File: src/rtl/ctrl_pipe_chain.sv
// ctrl_pipe_chain
//   Parametrised control-word pipeline. A WIDTH-bit decoded control word and
//   its valid bit move through DEPTH stages. Each stage can be stalled or
//   flushed. A stall holds that stage and every stage upstream of it, and a
//   bubble is inserted just downstream of the held run. Selected bits of the
//   word are killed by cond_ex as the word leaves COND_STAGE.
//
//   Optional build macro: CTRL_PIPE_PERF_EN adds the saturating bubble_cnt
//   and flush_cnt performance counters.
//
//   reset is asynchronous and active-low.
module ctrl_pipe_chain #(
  parameter int               WIDTH      = 31,
  parameter int               DEPTH      = 3,
  parameter int               COND_STAGE = 0,
  parameter logic [WIDTH-1:0] KILL_MASK  = 'h0000B
) (
  input  logic                   clk,
  input  logic                   reset,
  input  logic                   in_valid,
  input  logic [WIDTH-1:0]       in_ctrl,
  output logic                   in_ready,
  input  logic [DEPTH-1:0]       stall,
  input  logic [DEPTH-1:0]       flush,
  input  logic                   cond_ex,
  output logic [DEPTH-1:0]       stage_valid,
  output logic [DEPTH*WIDTH-1:0] stage_ctrl,
  output logic                   out_valid,
  output logic [WIDTH-1:0]       out_ctrl
`ifdef CTRL_PIPE_PERF_EN
  ,
  output logic [15:0]            bubble_cnt,
  output logic [15:0]            flush_cnt
`endif
);

  logic [DEPTH-1:0] hold;
  logic [DEPTH-1:0] valid_q;
  logic [DEPTH-1:0] valid_d;
  logic [WIDTH-1:0] ctrl_q [DEPTH];
  logic [WIDTH-1:0] ctrl_d [DEPTH];
  logic [WIDTH-1:0] kill_vec;

  // A stall anywhere downstream holds this stage; accumulate from the tail.
  always_comb begin
    logic acc;
    acc  = 1'b0;
    hold = '0;
    for (int i = DEPTH - 1; i >= 0; i--) begin
      acc     = acc | stall[i];
      hold[i] = acc;
    end
  end

  assign kill_vec = KILL_MASK & {WIDTH{~cond_ex}};
  assign in_ready = ~hold[0];

  // Next contents of every stage: flush, then hold, then bubble, then load.
  always_comb begin
    valid_d = valid_q;
    for (int i = 0; i < DEPTH; i++) begin
      ctrl_d[i] = ctrl_q[i];
    end

    if (flush[0]) begin
      valid_d[0] = 1'b0;
      ctrl_d[0]  = '0;
    end else if (!hold[0]) begin
      valid_d[0] = in_valid;
      ctrl_d[0]  = in_ctrl;
    end

    for (int i = 1; i < DEPTH; i++) begin
      if (flush[i]) begin
        valid_d[i] = 1'b0;
        ctrl_d[i]  = '0;
      end else if (hold[i]) begin
        valid_d[i] = valid_q[i];
        ctrl_d[i]  = ctrl_q[i];
      end else if (hold[i-1]) begin
        valid_d[i] = 1'b0;
        ctrl_d[i]  = '0;
      end else begin
        valid_d[i] = valid_q[i-1];
        // The word leaving COND_STAGE loses its condition-gated bits when
        // cond_ex is false; the valid bit is passed through untouched.
        if (i == COND_STAGE + 1) begin
          ctrl_d[i] = ctrl_q[i-1] & ~kill_vec;
        end else begin
          ctrl_d[i] = ctrl_q[i-1];
        end
      end
    end
  end

  // Stage registers; reset clears everything regardless of stall.
  always_ff @(posedge clk or negedge reset) begin
    if (!reset) begin
      valid_q <= '0;
      for (int i = 0; i < DEPTH; i++) begin
        ctrl_q[i] <= '0;
      end
    end else begin
      valid_q <= valid_d;
      for (int i = 0; i < DEPTH; i++) begin
        ctrl_q[i] <= ctrl_d[i];
      end
    end
  end

  // Flatten the stage words onto the packed output bus.
  always_comb begin
    stage_ctrl = '0;
    for (int i = 0; i < DEPTH; i++) begin
      stage_ctrl[i*WIDTH +: WIDTH] = ctrl_q[i];
    end
  end

  assign stage_valid = valid_q;
  assign out_valid   = valid_q[DEPTH-1];
  assign out_ctrl    = ctrl_q[DEPTH-1];

`ifdef CTRL_PIPE_PERF_EN
  logic last_loads_bubble;

  // The last stage takes an invalid word via bubble insertion or a normal load.
  assign last_loads_bubble = ~flush[DEPTH-1] & ~hold[DEPTH-1] &
                             (hold[DEPTH-2] | ~valid_q[DEPTH-2]);

  // Saturating event counters.
  always_ff @(posedge clk or negedge reset) begin
    if (!reset) begin
      bubble_cnt <= '0;
      flush_cnt  <= '0;
    end else begin
      if (last_loads_bubble && (bubble_cnt != 16'hFFFF)) begin
        bubble_cnt <= bubble_cnt + 16'd1;
      end
      if ((|flush) && (flush_cnt != 16'hFFFF)) begin
        flush_cnt <= flush_cnt + 16'd1;
      end
    end
  end
`endif

endmodule

File: config.mk
export PLATFORM = sky130hd
export DESIGN_NAME = ctrl_pipe_chain
export DESIGN_NICKNAME = d
export VERILOG_FILES = /design/src/rtl/ctrl_pipe_chain.sv
export SDC_FILE = /design/constraint.sdc
export NUM_CORES = 1
export LEC_CHECK = 0
export CAP_MARGIN = 10
export CORE_ASPECT_RATIO = 1.75
export CORE_MARGIN = 3
export CORE_UTILIZATION = 44
export CTS_CLUSTER_DIAMETER = 60
export CTS_CLUSTER_SIZE = 16
export DETAILED_ROUTE_END_ITERATION = 8
export GPL_ROUTABILITY_DRIVEN = 0
export HOLD_SLACK_MARGIN = 0.12
export PLACE_DENSITY = 0.8
export SLEW_MARGIN = 0
export SYNTH_ARGS = -nofsm -noshare
export SYNTH_HDL_FRONTEND = slang
export SYNTH_SLANG_ARGS = --single-unit
export TNS_END_PERCENT = 10
File: constraint.sdc
create_clock -name clk -period 2.3 [get_ports clk]
set_clock_uncertainty 0.1 [all_clocks]
set_input_delay 0.46 -clock clk [delete_from_list [all_inputs] [get_ports clk]]
set_output_delay 0.46 -clock clk [all_outputs]
set_load 0.01 [all_outputs]
==> reports/results.ini, run 1 <==
[run_status]
status=complete, no violations

[cts]
ctsResizeCount=0
clock_path_buffers=2
clock-sinks=96
clk_latency_ns=0.33
clk_pin_slew_ns=0.06
cts_tree=built
ctsHtreeMaxLevel=3
cts_made_buffers=9
root_buffer=clkbuf_16

[detailed_routing]
avgRoutedWirePerCell_um=18.9
ant_nets=0
wirelength_um=11000
post-route-drc-count=0
viasPerCell=5.59
first_pass_iters=4
first_iter_violations=161
vias=3241

[pwr]
irDropWorstVdd_v=0.000416
p_per_area_nw_per_um2=580
design_power_total_mw=3.47
p_leak_nw=2.51

[sta]
worstMarginPinSlew_ns=0.697
finalSetupViolations=0
min_period_ns=2.15
relSlewSlack_pct=53.3
fin_tns_setup_ns=0
rsz0062_at_grt=no
hold_viol=0
timing.fmax_ghz=0.466
finalCritPeriodShare_pct=93.3
drv_slew=0

[yosys]
avgSynthCellArea_um2=12.6
syn_area_um2=4150
synth-seq-cells=96
ys_warn_count=0
synth-main-ff-cell=dfrtp_1
synth_edf_count=0
synth_nets=371
seq_area_frac_synth_pct=57.9
synth.distinct_cells=17
synth_cells=330
synth-async-reset-ratio_pct=100

[placement]
dp_cells=563
dpl.hpwl_um=8170
place_area_um2=5670
portBuffers=169

[critical_path]
crit_required_ns=1.74
crit_path_end_kind=output pin
critPathLaunchType=input pin
crit_fanout=4
critPathKind=in -> out
critical_path_arrival_ns=1.59

[floorplanning]
rows=46
coreArea_um2=9150
die_area_um2=10700
initial_utilization_pct=45.3
io_pins=170
die_w_um=79.4
dieHeight_um=134

[global_route]
grt_pass1_vias=3210
top_usage_layer=met2
grt_max_degree=68
use_met2_pct=35.5
grt.overflow.total=0
grt_pass1_wl_um=17400
use_met1_pct=25.6
met3_usage_pct=3.29
antenna_found_initial=0
grt_usage_pct=21.1

[cells_and_area]
antennaDiodeCount=0
fin_cells=580
drive_gt1_share_pct=7.83
synthToLayoutAreaGrowth_pct=44.3
fill_cells=696
final_util_pct=65.4
multi_input_area_um2=1350
fin_nets=497
final_area_um2=5980
regArea_um2=2400

[worst_hold_path]
hold_class=reg -> reg

[flow_run]
max_cap_violations=0

==> stage by stage <==
| step | setup slack, ns | hold WS, ns |
|---|---|---|
| 6_report | 0.153 | 0.417 |
| 5_1_grt | 0.0871 | 0.451 |
| 4_1_cts | 0.0791 | 0.420 |
| 3_5_place_dp | -0.0635 | 0.394 |
| 3_3_place_gp | 0.00253 | 0.387 |
| 2_1_floorplan | 0.539 | 0.0644 |
==> final timing paths <==
| kind | startpoint | slack, ns | cells past startpoint | endpoint |
|---|---|---|---|---|
| worst min-delay path | stage_ctrl[18] | 0.42 | 1 | stage_ctrl[49] |
| worst max register to register | stage_ctrl[0] | 1.42 | 1 | stage_ctrl[31] |
| worst max-delay path | stall[2] | 0.15 | 4 | in_ready |
| min in group asynchronous | reset | 0.56 | 2 | stage_ctrl[28] |
| max in group asynchronous | reset | 0.85 | 3 | out_ctrl[2] |
| worst min register to register | stage_ctrl[18] | 0.42 | 1 | stage_ctrl[49] |
==> layer usage <==
| layer | wire length (um) | vias to the layer above |
|---|---|---|
| met5 | 0 | - |
| met4 | 465 | 0 |
| met3 | 432 | 28 |
| met2 | 5850 | 126 |
| met1 | 4230 | 1580 |
| li1 | - | 1507 |
==> final cells by class <==
cell class | count | share of cell area, %
tap | 120 | 2.51
sequential | 96 | 40.2
multi-input combinational | 165 | 22.5
clock buffer | 11 | 4.06
timing repair buffer | 184 | 30.0
clock inverter | 4 | 0.753
==> placed cells by master, fill, tap and decap left out, types with 3 or more instances in the layout <==
cell and count:
a21oi_1 32, or4b_1 32, clkinv_2 3, buf_2 3
a22o_1 61, clkdlybuf4s50_1 165, buf_4 14, a32o_1 3
dfrtp_1 96, o31ai_1 32, clkbuf_16 9
==> power breakdown <==
part	switching (mW)	internal (mW)
Combinational	0.166	0.140
Sequential	0.0212	1.71
Clock	0.573	0.860
==> registers in the layout, summed over array words and instances, names as in the netlist <==
register and count:
stage_ctrl 62, out_ctrl 31, stage_valid 3
==> kinds of logic after synthesis <==
| kind of cell | count (synthesis) | share of synthesized area, % |
|---|---|---|
| flops | 96 | 57.9 |
| compound gates | 129 | 23.5 |
| buf+inv | 69 | 10.0 |
| simple gates | 36 | 8.54 |
==> synth_stat cells (3+ instances only) <==
cell type | number | area share, %
a21oi_1 | 32 | 3.9
a22o_1 | 61 | 13
a32o_1 | 3 | 0.72
buf_1 | 3 | 0.27
buf_2 | 10 | 1.2
buf_4 | 32 | 5.8
buf_6 | 3 | 0.81
clkbuf_1 | 20 | 1.8
dfrtp_1 | 96 | 58
o31ai_1 | 32 | 5.8
or4b_1 | 32 | 7.7
==> worst max-delay path, cell delays in order <==
cell,delay [ns]
buf_2,0.13
nor3_1,0.29
buf_4,0.17
clkdlybuf4s50_1,0.54
==> what timing repair did <==
item,in CTS,in global routing
endpoints found under the setup margin,0,0
endpoints found under the hold margin,42,0
hold buffers,1,0
setup buffers,0,0
Note: power is estimated with default switching activity, not from simulation.
==> run 2: changes to the inputs <==
--- a/config.mk
+++ b/config.mk
@@ -9,10 +9,9 @@
 export CORE_ASPECT_RATIO = 1.75
 export CORE_MARGIN = 3
 export CORE_UTILIZATION = 44
-export CTS_CLUSTER_DIAMETER = 60
+export CTS_CLUSTER_DIAMETER = 80
 export CTS_CLUSTER_SIZE = 16
 export DETAILED_ROUTE_END_ITERATION = 8
-export GPL_ROUTABILITY_DRIVEN = 0
 export HOLD_SLACK_MARGIN = 0.12
 export PLACE_DENSITY = 0.8
 export SLEW_MARGIN = 0
==> results of run 2 <==
The final DEF is identical to that of run 1; final timing and power are the same.
